--- config.mk ---
export PLATFORM = sky130hd
export DESIGN_NAME = t10_keypad_scanner
export DESIGN_NICKNAME = d
export VERILOG_FILES = /design/src/rtl/t10_keypad_pkg.sv /design/src/rtl/t10_keypad_scanner_sync2.sv /design/src/rtl/t10_keypad_scanner.sv
export SDC_FILE = /design/constraint.sdc
export NUM_CORES = 1
export LEC_CHECK = 0
export CORE_AREA = 2 2 69 84
export DETAILED_ROUTE_END_ITERATION = 7
export DIE_AREA = 0 0 71 86
export PLACE_DENSITY = 0.73
export SYNTH_ARGS = -nofsm -noshare
export SYNTH_HDL_FRONTEND = slang
export SYNTH_HIERARCHICAL = 1
export SYNTH_SLANG_ARGS = --single-unit
--- constraint.sdc ---
create_clock -name i_clk -period 3.7 [get_ports i_clk]
set_input_delay 0.555 -clock i_clk [delete_from_list [all_inputs] [get_ports i_clk]]
set_output_delay 0.555 -clock i_clk [all_outputs]
set_load 0.01 [all_outputs]
--- src/rtl/t10_keypad_pkg.sv ---
// Shared types and key codes for the 4x4 keypad scanner and the letter FSM.
package t10_keypad_pkg;

    typedef enum logic [1:0] {
        SCAN     = 2'd0,
        DEBOUNCE = 2'd1,
        PRESSED  = 2'd2,
        RELEASE  = 2'd3
    } scan_state_t;

    // Key codes are {row one-hot, col one-hot}.
    localparam logic [7:0] KEY_SUBMIT_LETTER = 8'h18;
    localparam logic [7:0] KEY_CLEAR         = 8'h14;
    localparam logic [7:0] KEY_SUBMIT_WORD   = 8'h12;
    localparam logic [7:0] KEY_GAME_END      = 8'h21;
    localparam logic [7:0] KEY_INVALID_R0C0  = 8'h88;
    localparam logic [7:0] KEY_INVALID_R0C3  = 8'h81;
    localparam logic [7:0] KEY_INVALID_R1C3  = 8'h41;
    localparam logic [7:0] KEY_INVALID_R3C3  = 8'h11;

    function automatic logic is_onehot4(input logic [3:0] v);
        return (v != 4'd0) && ((v & (v - 4'd1)) == 4'd0);
    endfunction

endpackage

--- src/rtl/t10_keypad_scanner_sync2.sv ---
// Parameterized-width two-flop synchronizer for asynchronous inputs.
module t10_sync2 #(
    parameter int WIDTH = 4
) (
    input  logic             i_clk,
    input  logic             i_rst,
    input  logic [WIDTH-1:0] i_d,
    output logic [WIDTH-1:0] o_q
);

    logic [WIDTH-1:0] r_meta;
    logic [WIDTH-1:0] r_sync;

    always_ff @(posedge i_clk) begin
        if (i_rst) begin
            r_meta <= '0;
            r_sync <= '0;
        end else begin
            r_meta <= i_d;
            r_sync <= r_meta;
        end
    end

    assign o_q = r_sync;

endmodule

--- src/rtl/t10_keypad_scanner.sv ---
// Row-scanning keypad front end: drives rows, debounces column returns and
// presents one accepted key as a one-hot {row, col} byte plus a hold strobe.
module t10_keypad_scanner
    import t10_keypad_pkg::*;
#(
    parameter int SCAN_DIV        = 100,
    parameter int DEBOUNCE_CYCLES = 20000
) (
    input  logic       i_clk,
    input  logic       i_rst,
    input  logic [3:0] i_col_in,
    output logic [3:0] o_row_drive,
    output logic [7:0] o_cur_key,
    output logic       o_strobe
);

    localparam int CNT_MAX = (SCAN_DIV > DEBOUNCE_CYCLES) ? SCAN_DIV : DEBOUNCE_CYCLES;
    localparam int CNT_W   = $clog2(CNT_MAX);
    localparam logic [CNT_W-1:0] SCAN_LAST = CNT_W'(SCAN_DIV - 1);
    localparam logic [CNT_W-1:0] DEB_LAST  = CNT_W'(DEBOUNCE_CYCLES - 1);

    function automatic logic [CNT_W-1:0] sat_inc(input logic [CNT_W-1:0] c,
                                                 input logic [CNT_W-1:0] lim);
        return (c >= lim) ? lim : c + CNT_W'(1);
    endfunction

    function automatic logic [3:0] next_row(input logic [3:0] r);
        return {r[0], r[3:1]};
    endfunction

    logic [3:0]  w_col_sync;
    scan_state_t r_state;
    logic [CNT_W-1:0] r_cnt;
    logic [7:0]  r_cand;
    logic [3:0]  r_row;
    logic [7:0]  r_key;
    logic        r_strobe;

    t10_sync2 #(.WIDTH(4)) u_sync (
        .i_clk (i_clk),
        .i_rst (i_rst),
        .i_d   (i_col_in),
        .o_q   (w_col_sync)
    );

    always_ff @(posedge i_clk) begin
        if (i_rst) begin
            r_state  <= SCAN;
            r_cnt    <= '0;
            r_cand   <= 8'h00;
            r_row    <= 4'b1000;
            r_key    <= 8'h00;
            r_strobe <= 1'b0;
        end else begin
            case (r_state)
                SCAN: begin
                    // Columns are only trusted at the end of a row period,
                    // once the synchronizer has caught up with the new row.
                    if (r_cnt == SCAN_LAST) begin
                        r_cnt <= '0;
                        if (is_onehot4(w_col_sync)) begin
                            r_cand  <= {r_row, w_col_sync};
                            r_state <= DEBOUNCE;
                        end else begin
                            r_row <= next_row(r_row);
                        end
                    end else begin
                        r_cnt <= sat_inc(r_cnt, SCAN_LAST);
                    end
                end
                DEBOUNCE: begin
                    if (w_col_sync != r_cand[3:0]) begin
                        r_state <= SCAN;
                        r_row   <= next_row(r_row);
                        r_cnt   <= '0;
                    end else if (r_cnt == DEB_LAST) begin
                        r_state  <= PRESSED;
                        r_key    <= r_cand;
                        r_strobe <= 1'b1;
                        r_cnt    <= '0;
                    end else begin
                        r_cnt <= sat_inc(r_cnt, DEB_LAST);
                    end
                end
                PRESSED: begin
                    if (w_col_sync != r_cand[3:0]) begin
                        r_state  <= RELEASE;
                        r_strobe <= 1'b0;
                        r_cnt    <= '0;
                    end
                end
                RELEASE: begin
                    // Key code stays valid through the release debounce so the
                    // consumer can still sample it after the strobe falls.
                    if (w_col_sync != 4'd0) begin
                        r_cnt <= '0;
                    end else if (r_cnt == DEB_LAST) begin
                        r_state <= SCAN;
                        r_key   <= 8'h00;
                        r_row   <= next_row(r_row);
                        r_cnt   <= '0;
                    end else begin
                        r_cnt <= sat_inc(r_cnt, DEB_LAST);
                    end
                end
                default: r_state <= SCAN;
            endcase
        end
    end

    assign o_row_drive = r_row;
    assign o_cur_key   = r_key;
    assign o_strobe    = r_strobe;

endmodule
==> results of run 1 <==
==> sequential cells by signal, summed over array words and instances, names as in the netlist, named ones only <==
register / cells
u_sync/r_meta: 4
r_state: 1
r_cand: 8
o_cur_key: 8
u_sync/o_q: 4
o_row_drive: 4
o_strobe: 1
r_cnt: 15
==> through the flow <==
stage	instances	utilization [%]
after floorplan	279	-
after global placement	351	48.73
after detailed placement	351	48.73
after CTS	359	50.49
after global routing	359	50.49
final	359	50.49
==> cells in the final DEF (no fill, tap or decap), types with 6 or more instances in the layout <==
cell / instances
sky130_fd_sc_hd__nand2_1: 26
sky130_fd_sc_hd__nor2b_1: 11
sky130_fd_sc_hd__xor2_1: 7
sky130_fd_sc_hd__nand3_1: 6
sky130_fd_sc_hd__dfxtp_1: 46
sky130_fd_sc_hd__nor3_1: 8
sky130_fd_sc_hd__ha_1: 6
sky130_fd_sc_hd__nor4_1: 6
sky130_fd_sc_hd__a21oi_1: 31
sky130_fd_sc_hd__nand3b_1: 9
sky130_fd_sc_hd__o21ai_0: 13
sky130_fd_sc_hd__inv_1: 7
sky130_fd_sc_hd__mux2i_1: 13
sky130_fd_sc_hd__nor2_1: 29
sky130_fd_sc_hd__clkdlybuf4s50_1: 18
==> cell families (layout without fill, tap and decap cells) <==
logic type / after synthesis / after routing / synth area share (%)
buffers and inverters: 18 / 36 / 2.907
AND/OR/NAND/NOR: 121 / 121 / 27.66
adder cells (fa/ha/maj): 6 / 6 / 3.229
AO/OA/AOI/OAI: 67 / 67 / 17.98
multiplexers: 13 / 13 / 5.597
flip-flops: 46 / 46 / 39.61
XOR/XNOR: 8 / 8 / 3.014
==> power breakdown <==
| part | internal (mW) | switching [mW] | total [mW] |
|---|---|---|---|
| Combinational | 0.0219 | 0.0247 | 0.0466 |
| Clock | 0.135 | 0.185 | 0.320 |
| Sequential | 0.502 | 0.00729 | 0.509 |
==> metal layers <==
| metal | global-route usage (%) | vias up | wire length (um) |
|---|---|---|---|
| li1 | - | 1041 | - |
| met1 | 22.66 | 952 | 2299 |
| met2 | 29.57 | 53 | 2488 |
| met3 | 3.290 | 7 | 229 |
| met4 | 5.489 | 0 | 60 |
| met5 | 0 | - | 0 |
==> cell type report <==
type                    count  area, um2
repair buffers             21      202.7
multi-input cells         215       1336
clock buffers               5      68.82
clock inverters             3      23.77
inverters                   7      26.28
flip-flops and latches     46      920.9
fillers                   514       2605
well taps                  62      77.57
==> final timing paths <==
check | slack, ps | end | from
worst max-delay path | 1100 | r_cnt[13] | r_cnt[5]
worst max register to register | 1100 | r_cnt[13] | r_cnt[5]
worst min-delay path | 430 | u_sync/o_q[1] | u_sync/r_meta[1]
worst min register to register | 430 | u_sync/o_q[1] | u_sync/r_meta[1]
==> out/metrics.yaml, run 1 <==
floorplan:
  floorplan.die.height_um: 86
  core.rowCount: 29
  design.die.area_mm2: 0.006106
  core-area_mm2: 0.005261
  floorplan.initialDensity_pct: 44.19
  die_wd_um: 71
  io_pins: 19
critical_path:
  crit_chain: "or4_4, a211o_1, a21o_1, or3_1, or4b_1, a21oi_1"
  crit_fanout: 9
  critical_path_required_ps: 3910
  worstRegToRegCells: 6
  worst_path_largest_cell_delay_ps: 560
  critPathKind: "reg -> reg"
  timing.critical_path.max_delay_family: "simple AND/OR/NAND/NOR gates"
  cp_num_buf_inv: 0
  cp_slowest_cell: "sky130_fd_sc_hd__or4_4"
  crit_cells: 6
  setup.worst_path.start_class: "flip-flop"
  cp.arrival_ps: 2810
  critical_path.endpoint_type: "flip-flop"
place:
  detailedPlace.worstSlack_ps: 1160
  hpwl_after_dpl_um: 3537
  gp_routability_congestion: 0.9111
  place_area_mm2: 0.002564
  numPortBuffers: 18
timing:
  achievable-frequency_ghz: 0.3853
  slew_headroom_pct: 43.11
  slew_violations: 0
  min_period_ps: 2596
  unrepaired_setup_endpoints_after_global_routing: "no"
  min_period_over_period_pct: 70.15
  fin_tns_setup_ps: 0
  fin_hold_ws_ps: 432.5
  layout_setup_ws_ps: 1104
  worst_pin_slew_ps: 845.5
  fin_worst_skew_ps: 10.88
  finalHoldViolations: 0
  setup_viol_count_final: 0
global_routing:
  largest_net_degree_at_the_start_of_global_routing: 22
  globalRouteTotalUtil_pct: 17.54
  global_route_wire_length_before_repair_um: 8749
  antenna_found_initial: 0
  via_count_of_the_first_global_routing_pass: 1823
  overflow: 0
synth:
  synth-warning-count: 6
  postSynthAreaPerCell_um2: 8.332
  synth_seq_cells: 46
  netlist-cell-type-count: 44
  synth_sequential_area_ratio_pct: 39.61
  synth_common_cells: "sky130_fd_sc_hd__dfxtp_1, sky130_fd_sc_hd__a21oi_1, sky130_fd_sc_hd__nor2_1, sky130_fd_sc_hd__nand2_1"
  yosysMostFrequentCell: "sky130_fd_sc_hd__dfxtp_1"
  netlist_instances: 279
  synth-main-ff-cell: "sky130_fd_sc_hd__dfxtp_1"
  post_synth_main_area_contributors: "sky130_fd_sc_hd__dfxtp_1, sky130_fd_sc_hd__a21oi_1, sky130_fd_sc_hd__mux2i_1, sky130_fd_sc_hd__nor2_1, sky130_fd_sc_hd__nand2_1"
  synth.cell_area_mm2: 0.002325
  synth-async-reset-ratio_pct: 0
  postSynthNetCount: 291
  synth_top_area_cell: "sky130_fd_sc_hd__dfxtp_1"
  synth_top_area_share_pct: 39.61
  synth_edf_count: 0
drt:
  totalWireLength_um: 5077
  remaining_drc_errors: 0
  avgViaCountPerCell: 5.719
  detailedRoute.firstIterationViolations: 147
  wl_per_cell_um: 14.14
  num_vias: 2053
  antenna_left: 0
  first_pass_iteration_count_of_the_detailed_router: 4
layout:
  stdcell_area_mm2: 0.002656
  final_layout_size_suffix_gt1_share_pct: 7.071
  area_growth_syn_to_layout_pct: 14.26
  nets: 308
  diodes: 0
job:
  drv.max_cap_violation_count: 0
clock_tree:
  cts-resized-gates: 0
  cts_tree: "yes"
  clkLatencyLatePin_ps: 300
  clk_transition_reported_paths_ps: 90
  cts_root_buf: "sky130_fd_sc_hd__clkbuf_8"
  postCtsHoldBufs: 0
  cts_max_level: 2
  cts_setup_buffers: 0
  total_number_of_clock_tree_sinks: 46
  cts_made_buffers: 5
  number_of_buffers_between_clock_root_and_the_deepest_sink: 2
hold_path:
  whs_path_depth: 1
  tightest_hold_check_type: "reg -> reg"
power:
  power.density_cell_area_mw_per_mm2: 329.5
  p_total_mw: 0.8754
  ir_drop_uv: 145.1
  power.static_leakage_nw: 1.063
outcome:
  status: "finished clean"
No activity file was read; power rests on OpenSTA's default activity.
==> inputs of run 2 (changes only) <==
- clock period: 3.7 -> 2.5 ns (I/O delays scaled with it)
==> run 2 against run 1 <==
  * Global-route usage increased by 1.3 points
  * Sequential power increased by 49%
  * Sequential share of layout area decreased by 1.4 points
  * Largest cell class unchanged
  * Critical path type unchanged
  * Highest routed layer unchanged
  * Core utilization increased by 2.3 points
  * Critical endpoint unchanged
  * Setup slack got worse by 1000 ps
==> out/metrics.yaml, run 2 (synthesis results as in run 1) <==
global_routing:
  grt_use_met2_pct: 33.39  # was 29.57%
  grt_util_met3_pct: 3.643  # was 3.290%
  use_met1_pct: 22.34  # was 22.66%
  via_count_of_the_first_global_routing_pass: 2063  # was 1823
  global_route.peak_usage_layer: "met2"  # unchanged
  globalRouteTotalUtil_pct: 18.85  # was 17.54%
  global_route_wire_length_before_repair_um: 9335  # was 8749 um
  antenna_found_initial: 0  # unchanged
  largest_net_degree_at_the_start_of_global_routing: 46  # was 22
  overflow: 0  # unchanged
timing:
  fin_worst_skew_ps: 8.434  # was 10.88 ps
  finalHoldViolations: 0  # unchanged
  slew_headroom_pct: 62.31  # was 43.11%
  unrepaired_setup_endpoints_after_global_routing: "yes"  # was no
  min_period_ps: 2429  # was 2596 ps
  min_period_over_period_pct: 97.17  # was 70.15%
  slew_violations: 0  # unchanged
  setup_viol_count_final: 0  # unchanged
  worst_pin_slew_ps: 563.8  # was 845.5 ps
  achievable-frequency_ghz: 0.4116  # was 0.3853 GHz
critical_path:
  critical_path_required_ps: 2750  # was 3910 ps
  worstRegToRegCells: 6  # unchanged
  setup.worst_path.start_class: "flip-flop"  # unchanged
  crit_fanout: 3  # was 9
  critPathKind: "reg -> reg"  # unchanged
  cp.arrival_ps: 2680  # was 2810 ps
  critical_path.endpoint_type: "flip-flop"  # unchanged
place:
  place_area_mm2: 0.002646  # was 0.002564 mm2
  numPortBuffers: 18  # unchanged
  hpwl_after_dpl_um: 3828  # was 3537 um
  gp_routability_congestion: 0.8951  # was 0.9111
layout:
  mostFrequentLayoutCells: "sky130_fd_sc_hd__dfxtp_1, sky130_fd_sc_hd__a21oi_1, sky130_fd_sc_hd__nor2_1, sky130_fd_sc_hd__nand2_1, sky130_fd_sc_hd__clkdlybuf4s50_1"  # unchanged
  stdcell_area_mm2: 0.002778  # was 0.002656 mm2
  nets: 320  # was 308
  leading_cell_type_in_the_layout_fill_and_taps_excluded: "sky130_fd_sc_hd__dfxtp_1"  # unchanged
  largest_register_ff_count: 15  # unchanged
  final_util_pct: 52.79  # was 50.49%
  largest-register: "r_cnt"  # unchanged
  final_layout_size_suffix_gt1_share_pct: 12.94  # was 7.071%
  diodes: 0  # unchanged
  fill_cells: 509  # was 514
  area_growth_syn_to_layout_pct: 19.48  # was 14.26%
clock_tree:
  number_of_buffers_between_clock_root_and_the_deepest_sink: 2  # unchanged
  cts_root_buf: "sky130_fd_sc_hd__clkbuf_8"  # unchanged
  total_number_of_clock_tree_sinks: 46  # unchanged
  cts_tree: "yes"  # unchanged
  clkLatencyLatePin_ps: 320  # was 300 ps
  cts_max_level: 2  # unchanged
  clk_transition_reported_paths_ps: 100  # was 90 ps
  cts_made_buffers: 5  # unchanged
drt:
  avgViaCountPerCell: 5.755  # was 5.719
  antenna_left: 0  # unchanged
  num_vias: 2135  # was 2053
  totalWireLength_um: 5455  # was 5077 um
  first_pass_iteration_count_of_the_detailed_router: 4  # unchanged
  wl_per_cell_um: 14.70  # was 14.14 um
  remaining_drc_errors: 0  # unchanged
  detailedRoute.firstIterationViolations: 111  # was 147
power:
  power.switching_fraction_pct: 25.38  # was 24.74%
  share_comb_of_total_power_pct: 5.7  # was 5.3%
  power.net_switching_mw: 0.3336  # was 0.2166 mW
  p_int_mw: 0.9807  # was 0.6588 mW
  power.density_cell_area_mw_per_mm2: 473.2  # was 329.5 mW/mm2
  ir_drop_uv: 281.6  # was 145.1 uV
  power.share.clock_pct: 36.8  # was 36.5%
  power_frac_seq_pct: 57.5  # was 58.1%
  power.static_leakage_nw: 1.128  # was 1.063 nW
hold_path:
  tightest_hold_check_type: "reg -> reg"  # unchanged
  whs_path_depth: 1  # unchanged
floorplan:
  core.rowCount: 29  # unchanged
  die_wd_um: 71  # unchanged
  design.die.area_mm2: 0.006106  # unchanged
  io_pins: 19  # unchanged
  floorplan.die.height_um: 86  # unchanged
  core-area_mm2: 0.005261  # unchanged
  floorplan.initialDensity_pct: 44.19  # unchanged
job:
  drv.max_cap_violation_count: 0  # unchanged
outcome:
  status: "finished clean"  # unchanged
-- run 2: changes by cell type in the layout (fill, tap and decap cells not counted), sizes merged --
cell	previous run	this run
buf	3	15
-- run 2: routing by layer --
metal,wire (um),vias up
li1,-,1063
met1,2408,1010
met2,2709,52
met3,230,10
met4,107,0
met5,0,-
-- run 2: area by class of cell --
| class | count | area, um2 | area share, % |
|---|---|---|---|
| clock buffer | 5 | 68.82 | 2.477 |
| clock inverter | 3 | 23.77 | 0.8559 |
| inverter | 7 | 26.28 | 0.9459 |
| multi-input combinational | 215 | 1364 | 49.10 |
| sequential | 46 | 924.6 | 33.29 |
| tap | 62 | 77.57 | 2.793 |
| timing repair buffer | 33 | 292.8 | 10.54 |
-- run 2: critical path, cell delays in order (launching register included) --
cell and delay (ps):
sky130_fd_sc_hd__dfxtp_2 330, sky130_fd_sc_hd__or4_4 550, sky130_fd_sc_hd__a211o_1 330, sky130_fd_sc_hd__a21o_1 170, sky130_fd_sc_hd__or3_1 340, sky130_fd_sc_hd__or4b_1 480, sky130_fd_sc_hd__a21oi_1 160
-- run 2: worst paths after layout --
path,startpoint,end,slack [ps]
worst max register to register,r_cnt[5],r_cnt[13],70
worst min-delay path,u_sync/r_meta[3],u_sync/o_q[3],430
worst max-delay path,r_cnt[5],r_cnt[13],70
worst min register to register,u_sync/r_meta[3],u_sync/o_q[3],430
-- run 2: timing repair --
item                                    4_1_cts  5_1_grt
buffers inserted                              1        0
hold endpoints to repair                      0        0
pin swaps                                     1        2
resized for setup                             1        7
endpoints found under the setup margin        4        9
hold buffers                                  0        0
-- run 2: per-stage QoR --
stage,hold WS (ps),setup TNS (ps),setup WS (ps),std cells,power [mW]
final,434.5,0,70.71,371,1.314
after global routing,459.6,-45.67,-34.80,371,1.361
after CTS,441.8,0,3.104,371,1.315
after detailed placement,427.9,-24.57,-12.99,362,0.8424
after global placement,414.9,0,30.00,362,0.8410
after floorplan,413.8,0,124.7,279,0.8124
-- run 2: power by group through the flow --
stage / sequential, mW / clock [mW] / combinational, mW
5_1_grt: 0.758 / 0.520 / 0.0826
3_5_place_dp: 0.770 / 0 / 0.0719
3_3_place_gp: 0.770 / 0 / 0.0713
4_1_cts: 0.753 / 0.489 / 0.0727
2_1_floorplan: 0.767 / 0 / 0.0450
6_report: 0.756 / 0.483 / 0.0751
